<file path="src/rtl/alu_tx_pkg.sv">
// Shared types for the ALU result drain: FSM states and bytes sent per result.
// ALU_TX_CHECKSUM_EN adds the CHK state, which sends a third byte (lo ^ hi).
package alu_tx_pkg;

`ifdef ALU_TX_CHECKSUM_EN
  typedef enum logic [1:0] {IDLE, LO, HI, CHK} tx_state_t;
  localparam int BYTES_PER_RESULT = 3;
`else
  typedef enum logic [1:0] {IDLE, LO, HI} tx_state_t;
  localparam int BYTES_PER_RESULT = 2;
`endif

endpackage

</file>
<file path="src/rtl/result_fifo.sv">
// Synchronous FIFO that holds ALU results waiting to be serialised.
// Latency: a push is visible at the head on the cycle after the write edge.
// Backpressure: a push while full is accepted only if the head pops on the same edge.
module result_fifo #(
  parameter int WIDTH = 16,
  parameter int DEPTH = 2
) (
  input  logic                     clk,
  input  logic                     rstn,
  input  logic                     push,
  input  logic [WIDTH-1:0]         push_dat,
  input  logic                     pop,
  output logic [WIDTH-1:0]         head_dat,
  output logic                     full,
  output logic                     empty,
  output logic [$clog2(DEPTH):0]   count
);
  localparam int AW = $clog2(DEPTH);

  logic [WIDTH-1:0] mem [DEPTH];
  logic [AW-1:0]    wr_ptr;
  logic [AW-1:0]    rd_ptr;
  logic             do_push;
  logic             do_pop;

  assign empty    = (count == '0);
  assign full     = (count == (AW+1)'(DEPTH));
  assign do_pop   = pop && !empty;
  assign do_push  = push && (!full || do_pop);
  assign head_dat = mem[rd_ptr];

  // Pointers wrap naturally because DEPTH is a power of two.
  always_ff @(posedge clk) begin
    if (!rstn) begin
      wr_ptr <= '0;
      rd_ptr <= '0;
      count  <= '0;
    end else begin
      if (do_push) wr_ptr <= wr_ptr + 1'b1;
      if (do_pop)  rd_ptr <= rd_ptr + 1'b1;
      if (do_push && !do_pop)      count <= count + 1'b1;
      else if (do_pop && !do_push) count <= count - 1'b1;
    end
  end

  always_ff @(posedge clk) begin
    if (do_push) mem[wr_ptr] <= push_dat;
  end

endmodule

</file>
<file path="src/rtl/alu_result_tx.sv">
// Queues ALU results and sends each one as WIDTH-bit bytes, low byte first (ALU_TX_CHECKSUM_EN adds lo^hi).
// Latency: a result pushed into an empty queue is offered on tx_data two edges after alu_valid.
// Backpressure: tx_ready low holds the byte; the queue absorbs DEPTH results, further ones pulse overrun.
module alu_result_tx
  import alu_tx_pkg::*;
#(
  parameter int WIDTH = 8,
  parameter int DEPTH = 2
) (
  input  logic               clk,
  input  logic               rstn,
  input  logic [2*WIDTH-1:0] alu_out,
  input  logic               alu_valid,
  output logic [WIDTH-1:0]   tx_data,
  output logic               tx_valid,
  input  logic               tx_ready,
  output logic               busy,
  output logic               overrun
);
  localparam int CW = $clog2(DEPTH) + 1;

  tx_state_t          state;
  tx_state_t          state_nxt;
  logic [2*WIDTH-1:0] head;
  logic               full;
  logic               empty;
  logic [CW-1:0]      count;
  logic               hs;
  logic               last_byte;
  logic               pop;
  logic               more;

  result_fifo #(
    .WIDTH (2*WIDTH),
    .DEPTH (DEPTH)
  ) u_fifo (
    .clk      (clk),
    .rstn     (rstn),
    .push     (alu_valid),
    .push_dat (alu_out),
    .pop      (pop),
    .head_dat (head),
    .full     (full),
    .empty    (empty),
    .count    (count)
  );

  assign tx_valid = (state != IDLE);
  assign busy     = tx_valid || !empty;
  assign hs       = tx_valid && tx_ready;
  assign pop      = hs && last_byte;
  // Another entry remains after the pop, counting one written on the same edge.
  assign more     = (count != CW'(1)) || alu_valid;

  always_ff @(posedge clk) begin
    if (!rstn) state <= IDLE;
    else       state <= state_nxt;
  end

  always_comb begin
    state_nxt = state;
    last_byte = 1'b0;
    case (state)
      IDLE: if (!empty) state_nxt = LO;
      LO:   if (hs) state_nxt = HI;
`ifdef ALU_TX_CHECKSUM_EN
      HI:   if (hs) state_nxt = CHK;
      CHK: begin
        last_byte = 1'b1;
        if (hs) state_nxt = more ? LO : IDLE;
      end
`else
      HI: begin
        last_byte = 1'b1;
        if (hs) state_nxt = more ? LO : IDLE;
      end
`endif
      default: state_nxt = IDLE;
    endcase
  end

  always_comb begin
    tx_data = '0;
    case (state)
      LO:  tx_data = head[WIDTH-1:0];
      HI:  tx_data = head[2*WIDTH-1:WIDTH];
`ifdef ALU_TX_CHECKSUM_EN
      CHK: tx_data = head[WIDTH-1:0] ^ head[2*WIDTH-1:WIDTH];
`endif
      default: tx_data = '0;
    endcase
  end

  always_ff @(posedge clk) begin
    if (!rstn) overrun <= 1'b0;
    else       overrun <= alu_valid && full && !pop;
  end

endmodule

</file>
<file path="config.mk">
export PLATFORM = sky130hd
export DESIGN_NAME = alu_result_tx
export DESIGN_NICKNAME = d
export VERILOG_FILES = /design/src/rtl/alu_tx_pkg.sv /design/src/rtl/result_fifo.sv /design/src/rtl/alu_result_tx.sv
export SDC_FILE = /design/constraint.sdc
export NUM_CORES = 1
export LEC_CHECK = 0
export CAP_MARGIN = 20
export CORE_ASPECT_RATIO = 0.6
export CORE_MARGIN = 2
export CORE_UTILIZATION = 40
export CTS_CLUSTER_DIAMETER = 40
export DETAILED_ROUTE_END_ITERATION = 16
export GPL_TIMING_DRIVEN = 1
export HOLD_SLACK_MARGIN = 0.1
export SYNTH_ARGS = -nofsm -noshare
export SYNTH_HDL_FRONTEND = slang
export SYNTH_HIERARCHICAL = 1
export SYNTH_SLANG_ARGS = --single-unit
</file>
<file path="constraint.sdc">
create_clock -name clk -period 2.63 [get_ports clk]
set_clock_uncertainty 0.05 [all_clocks]
set_input_delay 0.6575 -clock clk [delete_from_list [all_inputs] [get_ports clk]]
set_output_delay 0.6575 -clock clk [all_outputs]
set_load 0.01 [all_outputs]
</file>
==> results of run 1 <==
final timing paths:
| check | cells after the start | endpoint | slack (ns) | start |
|---|---|---|---|---|
| worst max-delay path | 6 | tx_data[4] | 0.09 | state[0] |
| worst min-delay path | 2 | u_fifo/wr_ptr | 0.44 | u_fifo/wr_ptr |
| worst max register to register | 9 | u_fifo/count[1] | 0.52 | state[1] |
| worst min register to register | 2 | u_fifo/wr_ptr | 0.44 | u_fifo/wr_ptr |
per-stage QoR:
step	setup TNS [ns]	power (mW)	instances	worst slack, ns
after floorplan	0	1.06	120	0.172
after global placement	0	1.25	211	0.194
after detailed placement	0	1.26	211	0.117
after CTS	0	1.79	219	0.00537
after global routing	-0.00431	1.87	219	-0.00431
final	0	1.76	219	0.0885
cells by family after synthesis:
family / synth area share [%]
DFF: 64.1
muxes: 12.0
xor gates and xnor gates: 1.50
buffers and inverters: 2.15
adders and majority gates: 5.01
and+or+nand+nor: 9.38
AOI/OAI and AO/OA: 5.80
power breakdown:
| group | switching, mW | internal, mW | total [mW] | leakage, nW |
|---|---|---|---|---|
| clock network | 0.199 | 0.281 | 0.480 | 0.0552 |
| registers | 0.0374 | 0.762 | 0.799 | 0.366 |
| logic | 0.225 | 0.259 | 0.485 | 0.489 |
| total | 0.462 | 1.30 | 1.76 | 0.910 |
sequential cells by signal, summed over array words and instances, names as in the netlist, named ones only:
name,cells
u_fifo/mem,32
state,2
u_fifo/count,2
overrun,1
u_fifo/rd_ptr,1
u_fifo/wr_ptr,1
critical path, stage by stage, from the launching register on:
cell and delay [ns]:
dfxtp_4 0.37, inv_2 0.10, ha_2 0.21, buf_6 0.14
a22oi_1 0.09, nor2b_1 0.11, clkdlybuf4s50_1 0.54
cell usage after synthesis (all sizes together):
library cell,instances,area (µm²)
a22oi,8,60.1
nand2b,1,6.26
o31ai,1,7.51
a21boi,2,18.8
nor2,4,15.0
dfxtp,8,160
or3,1,6.26
xor2,1,8.76
nand3,1,5.00
inv,4,15.0
buf,4,22.5
nand2,5,18.8
and3,1,6.26
o21ai,3,15.0
edfxtp,32,961
nor2b,10,62.6
or4b,1,10.0
xnor2,2,17.5
mux2i,3,30.0
and2,4,25.0
nor4b,1,8.76
mux2,16,180
ha,7,87.6
layer usage:
metal	GRT usage [%]	vias up	share of wire [%]	wire length (µm)
li1	-	517	-	-
met3	4.63	2	4.2	134
met5	0	-	0	0
met2	20.8	17	47	1500
met4	3.20	0	0.31	10
met1	20.8	500	48	1540
final cells by class:
type                    instances  share of cell area, %
inverters                       4                  0.647
flip-flops and latches         40                   48.5
clock inverters                 2                   1.51
clock buffers                   6                   3.12
well taps                      60                   3.23
repair buffers                 35                   16.4
multi-input cells              72                   26.6
cells in the final DEF, fill, tap and decap left out, drive strengths merged:
cell,netlist,final
edfxtp,32,32
clkdlybuf4s50,0,23
mux2,16,16
nor2b,10,10
a22oi,8,8
dfxtp,8,8
ha,7,7
dlymetal6s2s,0,6
clkbuf,0,6
nand2,5,5
buf,4,5
nor2,4,4
and2,4,4
inv,4,4
mux2i,3,3
o21ai,3,3
xnor2,2,2
a21boi,2,2
and3,1,1
o31ai,1,1
nand3,1,1
nor4b,1,1
or4b,1,1
clkinv,0,1
bufinv,0,1
dlygate4sd2,0,1
xor2,1,1
or3,1,1
nand2b,1,1
==> impl_metrics.py, run 1 <==
metrics = {
    "placed_design": {
        "dpl_cell_area_um2": 2160,
        "dp_hpwl_um": 2200,
        "place_congestion": 0.830,
        "portBuffers": 30,
    },
    "detailed_routing": {
        "wl_per_cell_um": 14.5,
        "ant_nets": 0,
        "drc_errors": 0,
        "viasPerCell": 4.73,
        "drt_wl_total_um": 3180,
        "vias": 1036,
        "first_pass_iters": 3,
        "first_iter_violations": 38,
    },
    "grt": {
        "grt.total_usage_pct": 14.3,
        "grt_antenna_before_repair": 0,
        "grt_max_degree": 17,
        "grt_pass1_vias": 1059,
        "gr-total-overflow": 0,
        "grt_pass1_wl_um": 5190,
    },
    "power": {
        "power.density_nw_per_um2": 760,
        "ir_drop_v": 0.000307,
        "leakage_nw": 0.910,
    },
    "critical_path": {
        "required_ns": 1.92,
        "crit_path_start_kind": "flop",
        "critPathMaxFanout": 8,
        "worstSetupEndpointType": "output pin",
        "worstSetupPathType": "flop to output pin",
        "crit_arrival_ns": 1.83,
    },
    "logic_synthesis": {
        "synth_nets": 147,
        "syn_area_um2": 1750,
        "syn_area_per_cell_um2": 14.6,
        "ys_seq_elements": 40,
        "synth_cells": 120,
        "synth_warnings": 6,
        "synth.distinct_cells": 26,
        "yosysSeqAreaShare_pct": 64.1,
    },
    "final_layout": {
        "fin_nets": 185,
        "fillers": 362,
        "antenna_cells": 0,
        "drive_gt1_share_pct": 22.6,
        "syn_to_final_growth_pct": 32.9,
        "fin_area_um2": 2320,
        "final_util_pct": 56.0,
        "multiInputGateArea_um2": 617,
        "register_area_um2": 1130,
    },
    "floorplanning": {
        "die_area_um2": 4930,
        "ios": 31,
        "start_util_pct": 42.2,
        "die_h_um": 55.2,
        "core_area_um2": 4140,
        "row_count": 18,
        "dieWidth_um": 89.3,
    },
    "clock_tree": {
        "cts_max_level": 2,
        "cts.sinks": 40,
        "cts_tree": "built",
        "numCtsBuffers": 5,
        "cts.path.max_buffers": 2,
        "clk_latency_ns": 0.28,
        "clkTransAtPathRegs_ns": 0.07,
        "clock-root-buffer": "clkbuf_8",
        "cts_hold_buffers": 0,
        "cts_setup_buffers": 0,
        "ctsResizeCount": 7,
    },
    "timing": {
        "holdWs_ns": 0.440,
        "layout_min_cycle_time_ns": 2.54,
        "drv_slew": 0,
        "fin_crit_sh_pct": 96.6,
        "tightest_slew_ns": 0.396,
        "fmax_ghz": 0.393,
        "setup_violations": 0,
        "hold_violations": 0,
        "slew_headroom_pct": 73.3,
    },
    "run": {
        "max_cap_violations": 0,
    },
    "min_path": {
        "min_path_type": "flop to flop",
    },
    "outcome": {
        "status": "finished, final reports clean",
    },
}
(Power assumes the default switching activity.)
==> run 2: changes to the inputs <==
Settings changed: CTS_CLUSTER_SIZE from default to 24.
==> results of run 2 <==
Same layout as run 1: the final DEF is identical, and so are final timing and power.
==> run 3: changes to the inputs <==
Settings changed: SYNTH_HIERARCHICAL 1 to default, TNS_END_PERCENT from default to 30.
==> impl_metrics.py, run 3 <==
metrics = {
    "detailed_routing": {
        "drt_wl_total_um": 3130,
        "wl_per_cell_um": 14.4,
        "ant_nets": 0,
        "viasPerCell": 4.71,
        "first_pass_iters": 4,
        "first_iter_violations": 29,
        "vias": 1022,
        "drc_errors": 0,
    },
    "logic_synthesis": {
        "synthTopCellsByCount": "edfxtp_1 (32), mux2_2 (14), nor2b_1 (9)",
        "syn_area_um2": 1770,
        "synthTopCellsByArea": "edfxtp_1 (54%), dfxtp_1 (9.0%), mux2_2 (8.9%)",
        "synth_nets": 147,
        "synth_edf_count": 32,
        "yosysSeqAreaShare_pct": 63.3,
        "yosysMostFrequentCell": "edfxtp_1",
        "async_reset_ff_share_pct": 0,
        "netlist.top_cell.by_area": "edfxtp_1",
        "synth_ff_type": "edfxtp_1",
        "yosys.area.top_type_share_pct": 54.3,
        "synth_cells": 119,
        "synth.distinct_cells": 27,
        "synth_warnings": 0,
        "syn_area_per_cell_um2": 14.9,
        "ys_seq_elements": 40,
    },
    "clock_tree": {
        "cts_max_level": 2,
        "numCtsBuffers": 5,
        "cts.path.max_buffers": 2,
        "cts_hold_buffers": 0,
        "cts_tree": "built",
        "clkTransAtPathRegs_ns": 0.07,
        "clk_latency_ns": 0.29,
        "clock-root-buffer": "clkbuf_8",
        "cts.sinks": 40,
    },
    "final_layout": {
        "antenna_cells": 0,
        "multiInputGateArea_um2": 626,
        "fillers": 359,
        "largest_register_ff_count": 32,
        "final_util_pct": 55.0,
        "largest_register": "u_fifo.mem",
        "stdcell_count": 217,
        "syn_to_final_growth_pct": 30.1,
        "mostFrequentLayoutCells": "edfxtp_1 (32), clkdlybuf4s50_1 (23), mux2_2 (14)",
        "register_area_um2": 1120,
        "largestRegisters": "u_fifo.mem (32), state (2), u_fifo.count (2)",
        "layout_commonest_cell": "edfxtp_1",
        "fin_nets": 184,
        "drive_gt1_share_pct": 20.4,
    },
    "timing": {
        "fin_setup_tns_ns": 0,
        "worst_slack_ns": 0.0972,
        "fin_crit_sh_pct": 96.3,
        "rsz0062_at_grt": "no",
        "tightest_slew_ns": 0.254,
        "slew_headroom_pct": 83.0,
        "setup_violations": 0,
        "drv_slew": 0,
        "fmax_ghz": 0.395,
        "hold_violations": 0,
        "layout_min_cycle_time_ns": 2.53,
    },
    "critical_path": {
        "critPathMaxFanout": 16,
        "crit_path_start_kind": "flop",
        "crit_family": "buffers and inverters",
        "worstSetupPathType": "flop to output pin",
        "crit_slowest_cell": "clkdlybuf4s50_1",
        "crit_arrival_ns": 1.83,
        "worstSetupEndpointType": "output pin",
        "slowest_delay_ns": 0.47,
        "critPathBufInv": 2,
        "required_ns": 1.92,
        "worstPathCellList": "buf_12 > mux2_4 > a22oi_1 > nor2b_1 > clkdlybuf4s50_1",
    },
    "floorplanning": {
        "ios": 31,
        "dieWidth_um": 89.9,
        "die_h_um": 55.5,
        "row_count": 18,
        "die_area_um2": 4990,
        "start_util_pct": 42.3,
        "core_area_um2": 4190,
    },
    "min_path": {
        "min_path_type": "flop to flop",
    },
    "grt": {
        "grt_antenna_before_repair": 0,
        "gr-total-overflow": 0,
        "grt_pass1_vias": 1069,
        "grt_max_degree": 17,
        "grt.total_usage_pct": 13.5,
        "grt_pass1_wl_um": 5110,
    },
    "placed_design": {
        "portBuffers": 30,
        "dpl.cell_count": 209,
        "dp_hpwl_um": 2090,
        "dpl_worst_slack_ns": 0.106,
        "place_congestion": 0.680,
    },
    "outcome": {
        "status": "finished, final reports clean",
    },
    "run": {
        "max_cap_violations": 0,
    },
    "power": {
        "power.density_nw_per_um2": 680,
        "ir_drop_v": 0.000371,
        "leakage_nw": 0.911,
        "fin_total_pwr_mw": 1.57,
    },
}
-- run 3: cell count changes after synthesis, sizes merged, moves of 2 or more --
cell   before  now
inv         4    7
mux2i       3    0
a21oi       0    2
and2        4    6
nor2        4    2
-- run 3: cell type report --
cell class	count	share of cell area (%)
clock buffers	7	3.31
clock inverters	1	0.163
inverters	7	1.14
multi-input cells	68	27.2
flip-flops and latches	40	48.8
well taps	60	3.26
repair buffers	34	16.2
-- run 3: cells by family (layout without fill, tap and decap cells) --
group / Yosys count / in the layout / share of synthesized area [%]
flops: 40 / 40 / 63.3
simple gates: 24 / 24 / 8.62
compound gates: 17 / 17 / 6.86
mux: 16 / 16 / 10.6
buf+inv: 11 / 49 / 3.46
fa+ha+maj: 8 / 8 / 5.65
xor+xnor: 3 / 3 / 1.48
-- run 3: final timing paths --
kind	start	endpoint	slack, ns	cells after the start
worst max register to register	u_fifo.count[0]	u_fifo.count[0]	0.67	8
worst max-delay path	flop	tx_data[0]	0.1	5
worst min-delay path	state[1]	state[1]	0.47	2
worst min register to register	state[1]	state[1]	0.47	2
-- run 3: worst min-delay path, delay by kind of cell, from the launching register on --
kind            cells  cell delay, ns
flops               1            0.35
compound gates      1            0.07
simple gates        1            0.06
-- run 3: per-stage QoR --
stage               instance area, µm²  hold slack, ns
floorplan                         1770           0.419
global placement                  2170           0.430
detailed placement                2170           0.458
CTS                               2280           0.470
global route                      2300           0.486
finish                            2300           0.467
-- run 3: routing by layer --
metal	wire [µm]	up-vias	part of all wire (%)	track usage (%)
li1	-	505	-	-
met1	1610	486	52	18.0
met2	1320	23	42	20.0
met3	144	8	4.6	5.05
met4	50	0	1.6	5.93
met5	0	-	0	0
-- run 3: repair_timing --
item                                    in CTS  in global routing
pin swaps                                    0                  1
endpoints found under the setup margin       8                  8
gates resized for setup                      7                  9
setup buffers                                0                  0
endpoints found under the hold margin        0                  0
-- run 3: where the power goes --
| group | internal (mW) | switching, mW | total (mW) | leakage [nW] |
|---|---|---|---|---|
| logic | 0.222 | 0.185 | 0.407 | 0.506 |
| clock network | 0.184 | 0.195 | 0.379 | 0.0399 |
| registers | 0.753 | 0.0280 | 0.781 | 0.365 |
